$ cat src/rtl/oh_pads_cfgchain_pkg.sv
// oh_pads_pkg: shared definitions for the padring configuration chain writer.
// Rev 1.0
`default_nettype none

package oh_pads_pkg;

    localparam logic [2:0] ST_IDLE = 3'd0;
    localparam logic [2:0] ST_LOW  = 3'd1;
    localparam logic [2:0] ST_HIGH = 3'd2;
    localparam logic [2:0] ST_LOAD = 3'd3;
    localparam logic [2:0] ST_DONE = 3'd4;

    localparam bit MSB_FIRST = 1'b1;

    function automatic int nb_calc(input int n, input int cw);
        return n * cw;
    endfunction

endpackage

`default_nettype wire

$ cat src/rtl/oh_pads_cfgchain_if.sv
// oh_pads_cfgchain_if: host request/readback and padring chain signals.
// Rev 1.0
`default_nettype none

interface oh_pads_cfgchain_if
    import oh_pads_pkg::*;
#(
    parameter int N  = 32,
    parameter int CW = 8,
    parameter int DW = 8
);
    localparam int NB = nb_calc(N, CW);

    logic          start;
    logic [DW-1:0] div;
    logic [NB-1:0] cfg_in;
    logic          busy;
    logic          done;
    logic [NB-1:0] rdata;
    logic          cfg_sclk;
    logic          cfg_sdata;
    logic          cfg_load;
    logic          cfg_sdin;

    modport master (
        output start, div, cfg_in, cfg_sdin,
        input  busy, done, rdata, cfg_sclk, cfg_sdata, cfg_load
    );

    modport slave (
        input  start, div, cfg_in, cfg_sdin,
        output busy, done, rdata, cfg_sclk, cfg_sdata, cfg_load
    );

endinterface

`default_nettype wire

$ cat src/rtl/oh_pads_cfgtick.sv
// oh_pads_cfgtick: loadable phase down-counter, ticks on the last cycle of a phase.
// Rev 1.0
`default_nettype none

module oh_pads_cfgtick #(
    parameter int DW = 8
) (
    input  wire logic          clk,
    input  wire logic          rst,
    input  wire logic          load_i,
    input  wire logic          en_i,
    input  wire logic [DW-1:0] val_i,
    output logic               tick_o
);

    logic [DW-1:0] cnt_q;

    // Counts val..0 so a phase is val+1 cycles; all-ones never overflows.
    always_ff @(posedge clk or posedge rst) begin
        if (rst) begin
            cnt_q <= '0;
        end else if (load_i) begin
            cnt_q <= val_i;
        end else if (en_i && (cnt_q != '0)) begin
            cnt_q <= cnt_q - DW'(1);
        end
    end

    assign tick_o = en_i && (cnt_q == '0);

endmodule

`default_nettype wire

$ cat src/rtl/oh_pads_cfgchain.sv
// oh_pads_cfgchain: serialises per-pad config into the padring chain and reads back the old contents.
// Rev 1.0
`default_nettype none

module oh_pads_cfgchain
    import oh_pads_pkg::*;
#(
    parameter int N  = 32,
    parameter int CW = 8,
    parameter int DW = 8
) (
    input  wire logic         clk,
    input  wire logic         reset,
    oh_pads_cfgchain_if.slave bus
);

    localparam int NB = nb_calc(N, CW);
    localparam int BW = $clog2(NB + 1);

    logic [1:0]    rsync_q;
    logic          rst;
    logic [2:0]    state_q, state_d;
    logic          pend_q;
    logic [NB-1:0] shift_q, shift_d;
    logic [NB-1:0] rb_q;
    logic [DW-1:0] div_q;
    logic [BW-1:0] bitcnt_q;
    logic          tick, accept, last_bit, phase_en, sbit;
    logic          sclk_q, sclk_d, sdata_q, sdata_d, load_q, load_d;
    logic          busy_q, busy_d, done_q, done_d;
    logic [NB-1:0] rdata_q, rdata_d;

    // Assert asynchronously, release on a clean edge.
    always_ff @(posedge clk or posedge reset) begin
        if (reset) rsync_q <= 2'b11;
        else       rsync_q <= {rsync_q[0], 1'b0};
    end
    assign rst = rsync_q[1];

    assign accept   = (state_q == ST_IDLE) && bus.start && !pend_q;
    assign last_bit = (bitcnt_q == BW'(NB - 1));
    assign phase_en = (state_q == ST_LOW) || (state_q == ST_HIGH) || (state_q == ST_LOAD);

    oh_pads_cfgtick #(.DW(DW)) u_tick (
        .clk    (clk),
        .rst    (rst),
        .load_i (accept || tick),
        .en_i   (phase_en),
        .val_i  (accept ? bus.div : div_q),
        .tick_o (tick)
    );

    always_ff @(posedge clk or posedge rst) begin
        if (rst) state_q <= ST_IDLE;
        else     state_q <= state_d;
    end

    // The accepting edge only latches; LOW is entered on the following edge.
    always_comb begin
        state_d = state_q;
        case (state_q)
            ST_IDLE: if (pend_q) state_d = ST_LOW;
            ST_LOW:  if (tick)   state_d = ST_HIGH;
            ST_HIGH: if (tick)   state_d = last_bit ? ST_LOAD : ST_LOW;
            ST_LOAD: if (tick)   state_d = ST_DONE;
            ST_DONE:             state_d = ST_IDLE;
            default:             state_d = ST_IDLE;
        endcase
    end

    always_comb begin
        shift_d = shift_q;
        if (accept) begin
            shift_d = bus.cfg_in;
        end else if ((state_q == ST_HIGH) && tick) begin
            shift_d = MSB_FIRST ? {shift_q[NB-2:0], 1'b0} : {1'b0, shift_q[NB-1:1]};
        end
    end
    assign sbit = MSB_FIRST ? shift_d[NB-1] : shift_d[0];

    always_ff @(posedge clk or posedge rst) begin
        if (rst) begin
            pend_q   <= 1'b0;
            shift_q  <= '0;
            rb_q     <= '0;
            div_q    <= '0;
            bitcnt_q <= '0;
        end else begin
            pend_q  <= accept;
            shift_q <= shift_d;
            if (accept) begin
                div_q    <= bus.div;
                bitcnt_q <= '0;
            end
            // Tail is sampled on the edge entering HIGH, before the chain shifts.
            if ((state_q == ST_LOW) && tick) begin
                rb_q <= {rb_q[NB-2:0], bus.cfg_sdin};
            end
            if ((state_q == ST_HIGH) && tick) begin
                bitcnt_q <= bitcnt_q + BW'(1);
            end
        end
    end

    always_comb begin
        sclk_d  = 1'b0;
        sdata_d = 1'b0;
        load_d  = 1'b0;
        busy_d  = 1'b0;
        done_d  = 1'b0;
        rdata_d = rdata_q;
        case (state_d)
            ST_LOW:  begin busy_d = 1'b1; sdata_d = sbit; end
            ST_HIGH: begin busy_d = 1'b1; sclk_d = 1'b1; sdata_d = sdata_q; end
            ST_LOAD: begin busy_d = 1'b1; load_d = 1'b1; end
            ST_DONE: begin done_d = 1'b1; rdata_d = rb_q; end
            default: ;
        endcase
    end

    always_ff @(posedge clk or posedge rst) begin
        if (rst) begin
            sclk_q  <= 1'b0;
            sdata_q <= 1'b0;
            load_q  <= 1'b0;
            busy_q  <= 1'b0;
            done_q  <= 1'b0;
            rdata_q <= '0;
        end else begin
            sclk_q  <= sclk_d;
            sdata_q <= sdata_d;
            load_q  <= load_d;
            busy_q  <= busy_d;
            done_q  <= done_d;
            rdata_q <= rdata_d;
        end
    end

    assign bus.cfg_sclk  = sclk_q;
    assign bus.cfg_sdata = sdata_q;
    assign bus.cfg_load  = load_q;
    assign bus.busy      = busy_q;
    assign bus.done      = done_q;
    assign bus.rdata     = rdata_q;

endmodule

`default_nettype wire

$ cat src/flat_wrapper.sv
// flat-port wrapper written by rule: the top's interface ports become plain ports
module oh_pads_cfgchain_flat import oh_pads_pkg::*;
#(
    parameter int N  = 32,
    parameter int CW = 8,
    parameter int DW = 8
)
  (clk, reset, bus_start, bus_div, bus_cfg_in, bus_cfg_sdin, bus_busy, bus_done, bus_rdata, bus_cfg_sclk, bus_cfg_sdata, bus_cfg_load);
  oh_pads_cfgchain_if #(.N(N), .CW(CW), .DW(DW)) bus_i ();
  input  wire logic clk;
  input  wire logic reset;
  input wire logic [$bits(bus_i.start)-1:0] bus_start;
  input wire logic [$bits(bus_i.div)-1:0] bus_div;
  input wire logic [$bits(bus_i.cfg_in)-1:0] bus_cfg_in;
  input wire logic [$bits(bus_i.cfg_sdin)-1:0] bus_cfg_sdin;
  output wire logic [$bits(bus_i.busy)-1:0] bus_busy;
  output wire logic [$bits(bus_i.done)-1:0] bus_done;
  output wire logic [$bits(bus_i.rdata)-1:0] bus_rdata;
  output wire logic [$bits(bus_i.cfg_sclk)-1:0] bus_cfg_sclk;
  output wire logic [$bits(bus_i.cfg_sdata)-1:0] bus_cfg_sdata;
  output wire logic [$bits(bus_i.cfg_load)-1:0] bus_cfg_load;
  assign bus_i.start = bus_start;
  assign bus_i.div = bus_div;
  assign bus_i.cfg_in = bus_cfg_in;
  assign bus_i.cfg_sdin = bus_cfg_sdin;
  assign bus_busy = bus_i.busy;
  assign bus_done = bus_i.done;
  assign bus_rdata = bus_i.rdata;
  assign bus_cfg_sclk = bus_i.cfg_sclk;
  assign bus_cfg_sdata = bus_i.cfg_sdata;
  assign bus_cfg_load = bus_i.cfg_load;
  oh_pads_cfgchain #(.N(N), .CW(CW), .DW(DW)) u_core (.clk(clk), .reset(reset), .bus(bus_i));
endmodule
$ cat config.mk
export PLATFORM = sky130hd
export DESIGN_NAME = oh_pads_cfgchain_flat
export DESIGN_NICKNAME = d
export VERILOG_FILES = /design/src/rtl/oh_pads_cfgchain_pkg.sv /design/src/rtl/oh_pads_cfgchain_if.sv /design/src/rtl/oh_pads_cfgtick.sv /design/src/rtl/oh_pads_cfgchain.sv /design/src/flat_wrapper.sv
export SDC_FILE = /design/constraint.sdc
export NUM_CORES = 2
export LEC_CHECK = 0
export ABC_AREA = 0
export CAP_MARGIN = 20
export CORE_ASPECT_RATIO = 2
export CORE_MARGIN = 3
export CORE_UTILIZATION = 35
export CTS_BUF_LIST = sky130_fd_sc_hd__clkbuf_8
export CTS_CLUSTER_DIAMETER = 40
export DETAILED_ROUTE_END_ITERATION = 10
export PLACE_DENSITY = 0.67
export SYNTH_ARGS = -nofsm -noshare
export SYNTH_HDL_FRONTEND = slang
export SYNTH_SLANG_ARGS = --single-unit
export TNS_END_PERCENT = 30
$ cat constraint.sdc
create_clock -name clk -period 32.7 [get_ports clk]
set_input_delay 9.81 -clock clk [delete_from_list [all_inputs] [get_ports clk]]
set_output_delay 9.81 -clock clk [all_outputs]
set_load 0.005 [all_outputs]
# Word level (Yosys, flattened, before mapping)
# Cells that the tools add are included.
# Widths: inputs -> output; s select.
[classes]
add_sub_neg = 2
n_eq_ne = 8
muxes = 18
n_reduce_logical = 16
[ops]
columns = ["op", "count"]
rows = [
  ["$mux 256", 2],
  ["$mux 8", 3],
  ["$mux 9", 2],
  ["$eq 3x2->1 const B", 4],
  ["$mux 3", 4],
  ["$pmux 3 s4", 1],
  ["$add 9x1->9 const B", 1],
  ["$eq 9x8->1 const B", 1],
  ["$logic_not 8->1", 1],
  ["$reduce_bool 8->1", 1],
  ["$sub 8x1->8 const B", 1],
  ["$eq 3x1->1 const B", 2],
  ["$logic_and 1x1->1", 6],
  ["$mux 1", 4],
  ["$reduce_bool 2->1", 2],
  ["$eq 3x3->1 const B", 1],
  ["$logic_not 3->1", 1],
  ["$logic_or 1x1->1", 3],
  ["$reduce_or 3->1", 1],
  ["$mux 2", 1],
  ["$pmux 1 s2", 1],
  ["$logic_not 1->1", 1],
]
[totals]
register_bits = 804
inputBits = 268

# Depth between registers and ports, before layout
[depth]
depth_word = 9
ltp_mapped = 9
depth_no_buf = 9

# Hierarchy
# A second synthesis with hierarchy kept.
[unflattened]
cells_unflattened = 2667
area_unflattened_um2 = 32184.6
[by_module_without_submodules]
columns = ["module", "n_inst", "cells_per_inst", "area_each_um2"]
rows = [
  ["oh_pads_cfgchain", 1, 2603, 31631.6],
  ["oh_pads_cfgtick", 1, 64, 553.0],
]

# Worst setup path after synthesis
# No wires, ideal clock.
[synth_path]
path_type = "in2reg"
from = "input port bus_start"
to = "register u_core.shift_q[100]"
setup_time_ps = 64
t_arrival_ps = 11368
setup_slack_ps = 21267
path_stages = 8
n_path_buf = 3
cell_sequence = "nand2b_1 or4_1 clkbuf_1 inv_2 clkbuf_1 buf_1 a22o_1 a21o_1"
[synth_via]
elab_chain_cells = 3
[synth_rtl]
columns = ["item", "line", "text"]
rows = [
  ["start, declared", "flat_wrapper.sv:12", "input wire logic [$bits(bus_i.start)-1:0] bus_start;"],
  ["$logic_and 1x1->1 * (2 in a row)", "oh_pads_cfgchain.sv:40", "assign accept = (state_q == ST_IDLE) && bus.start && !pend_q;"],
  ["$mux 256 or $reduce_bool 2->1 (tied branches)", "--", ""],
  ["end signal, assigned", "oh_pads_cfgchain.sv:90", "shift_q <= shift_d;"],
  ["end, declared", "oh_pads_cfgchain.sv:24", "logic [NB-1:0] shift_q, shift_d;"],
]
# Mark *: on every way between the ends. The rest lies on a longest branch, timed or not.
# A chain may end at the register's enable or synchronous reset.

# Worst setup path after layout
[layout_path]
from = "input port bus_start"
to = "register u_core.shift_q[70]"
# Same word-level chain as after synthesis.

==> out/qor.txt <==
Status -> finished, final reports clean
Post-synth net total -> 2382
Power Density -> 61.0 nW/um^2
CP max-delay cell -> buf_4
Congestion Overflow GR -> 0
Initial DRC count -> 944
Clk root buf -> clkbuf_8
Reg clk slew, reported paths -> 0.07 ns
Dominant cells by area after synthesis -> dfrtp_1, mux2_2, a22o_1, a21o_1, mux2_1
Setup CP Type -> input port to flip-flop
R2r setup slk -> 28.25 ns
Min-delay worst type -> flip-flop to flip-flop
Cell count after synthesis -> 2110
Slew headroom -> 0.270
GR Util All Layers -> 0.158
Vias in the first global route -> 21287
Final period util -> 0.388
Max Slew Vio Count -> 0
Worst slew pin tran -> 1.10 ns
Max-Cap Viols -> 0
WP data required -> 33.41 ns
Clock skew -> 0.0322 ns
Util after Layout -> 0.453
Vias per cell -> 5.03
First-pass GRT wire length -> 119000 um
H-Tree Depth -> 3
Pin count of the biggest net entering global routing -> 183
Peak Freq -> 78.8 MHz
Top FF cell, synth -> dfrtp_1
Post-synthesis sequential area ratio -> 0.634
Post-synth EDFFs -> 0
Final setup fails -> 0
CTS Sinks -> 804
HPWL after DPL -> 51000 um
RSZ-0062 raised after global routing -> no
Die ar. -> 94600 sq um
DR pass1 iterations -> 4
Final hold violations -> 0
Syn Area/Cell -> 15.0 sq um
Worst R2R Path Depth -> 6
Flops & latches, synth -> 804
IO buf count -> 528
Synth area leader -> dfrtp_1
Fin Setup TNS -> 0 ns
Hold depth -> 0
FP Rows -> 155
CP arrival -> 13.41 ns
Fin cells -> 3906
CTS buffer count -> 115
Layout Nets -> 2900
Routed Antenna Nets -> 0
Post-synth ARST share -> 1.00
I/O pin total -> 529
Total number of vias -> 19633
Die Span X -> 219 um
Family with the most delay on the worst path -> buffers and inverters
Crit path time final -> 12.70 ns
Initial Util -> 0.354
Synth unique cells -> 50
Share of layout cells above drive strength 1 -> 0.247
Post-Synthesis Cell Area -> 31700 sq um
Buf/Inv on CP -> 5
Worst path cell trace -> clkdlybuf4s50_1 > nand2b_1 > or4_1 > inv_8 > nor2_4 > buf_4 > buf_4 > buf_16 > a21o_1
WP depth -> 9
Slowest Stage Delay on Critical Path -> 0.66 ns
Worst Setup Start Kind -> input port
Syn. warnings -> 0
Clock tree buffer depth -> 3
CP Capture Type -> flip-flop
Placed Cells -> 3685
Critical Path Most Common Cell -> buf_4
Post-CTS setup repair buffer count -> 0
Total wire length -> 76000 um
Routed wire length per instance -> 19.5 um
Leakage -> 20.6 nW
Yosys top cell area share -> 0.632
TritonCTS clock tree -> yes
Layout Area Growth over Synthesis -> 27.9%
Core Box Area -> 89600 sq um
Resize count post-CTS -> 0
Post-cts hold buffer count -> 0
CP max FO -> 157
Placer Congestion -> 0.770
Clk Latency, worst-skew pair -> 0.79 ns
Initial antenna violation count -> 7
Vert. Die Dim -> 432 um
Maximum vdd drop -> 44.0 uV
DRC errors left -> 0
==> stage by stage <==
| step | area (sq um) | setup slack [ns] | hold WS, ns | power (mW) |
|---|---|---|---|---|
| after floorplan | 31700 | 9.93 | 0.345 | 1.50 |
| after global placement | 37900 | 19.20 | 0.347 | 1.59 |
| after detailed placement | 37900 | 19.01 | 0.349 | 1.62 |
| after CTS | 40500 | 19.92 | 0.359 | 2.52 |
| after global routing | 40600 | 19.77 | 0.360 | 2.61 |
| final | 40600 | 20.00 | 0.357 | 2.48 |
==> power by group <==
part,switching (mW),internal [mW]
Combinational,0.149,0.191
Sequential,0.102,1.16
Clock,0.397,0.479
Total,0.648,1.83
==> routing by layer <==
layer / wire length (um) / GRT usage / vias to the layer above
li1: - / - / 8809
met1: 28600 / 0.174 / 10088
met2: 38400 / 0.271 / 598
met3: 6770 / 0.0622 / 132
met4: 2290 / 0.0632 / 6
met5: 41 / 0 / -
==> layout make-up <==
cell class	count	area, sq um
multi-input combinational	1141	10800
fill	8034	49000
sequential	804	20100
timing repair buffer	550	5560
antenna	4	10.0
tap	1177	1470
clock inverter	60	492
clock buffer	154	2120
inverter	16	77.6
==> path summary, 6_finish.rpt <==
check,from,endpoint
worst max register to register,u_core.u_tick.cnt_q[2],u_core.rb_q[48]
worst min register to register,u_core.rsync_q[0],u_core.rsync_q[1]
worst min-delay path,u_core.rsync_q[0],u_core.rsync_q[1]
min in group asynchronous,u_core.rsync_q[1],u_core.rb_q[245]
max in group asynchronous,reset,u_core.rsync_q[0]
worst max-delay path,bus_start,u_core.shift_q[70]
==> synthesized netlist by cell type (all sizes together), types with 2 or more instances <==
library cell  number
dfrtp            802
mux2             521
a21o             256
a22o             254
buf               99
clkbuf            50
inv               16
nand2             15
nor2              13
nand3              9
o21ai              6
or3                6
mux2i              5
a221o              4
ha                 4
nor4               4
a21oi              3
nor2b              3
nor3               3
o31ai              3
or3b               3
or4                3
a2111oi            2
a311oi             2
and3               2
dfstp              2
nand2b             2
o21bai             2
o311ai             2
o41ai              2
==> registers in the layout, summed over array words and instances, names as in the netlist, 2 cells and up <==
register / cells
u_core.bitcnt_q: 9
u_core.bus.rdata: 256
u_core.div_q: 8
u_core.rb_q: 256
u_core.rsync_q: 2
u_core.shift_q: 256
u_core.state_q: 3
u_core.u_tick.cnt_q: 8
==> cells by family after synthesis <==
family / Yosys count / synth area share
buf+inv: 165 / 0.0275
fa+ha+maj: 4 / 0.00158
other cells: 1 / 0.000118
mux: 526 / 0.186
flops: 804 / 0.634
compound gates: 541 / 0.138
simple gates: 69 / 0.0124
==> cells in the final DEF (no fill, tap or decap), types with 3 or more instances in the layout <==
| cell type | count |
|---|---|
| dfrtp_1 | 802 |
| clkdlybuf4s50_1 | 528 |
| mux2_2 | 441 |
| a21o_1 | 256 |
| a22o_1 | 254 |
| clkbuf_8 | 154 |
| mux2_1 | 80 |
| inv_1 | 32 |
| clkinv_2 | 24 |
| nand2_1 | 15 |
| buf_4 | 15 |
| nor2_1 | 11 |
| nand3_1 | 9 |
| bufinv_16 | 7 |
| or3_1 | 6 |
| o21ai_0 | 6 |
| mux2i_1 | 5 |
| diode_2 | 4 |
| nor4_1 | 4 |
| a221o_1 | 4 |
| ha_1 | 4 |
| clkinvlp_4 | 4 |
| buf_12 | 4 |
| or4_1 | 3 |
| or3b_2 | 3 |
| a21oi_1 | 3 |
| nor2b_1 | 3 |
| o31ai_1 | 3 |
| inv_6 | 3 |
| buf_16 | 3 |
Note: power is estimated with default switching activity, not from simulation.
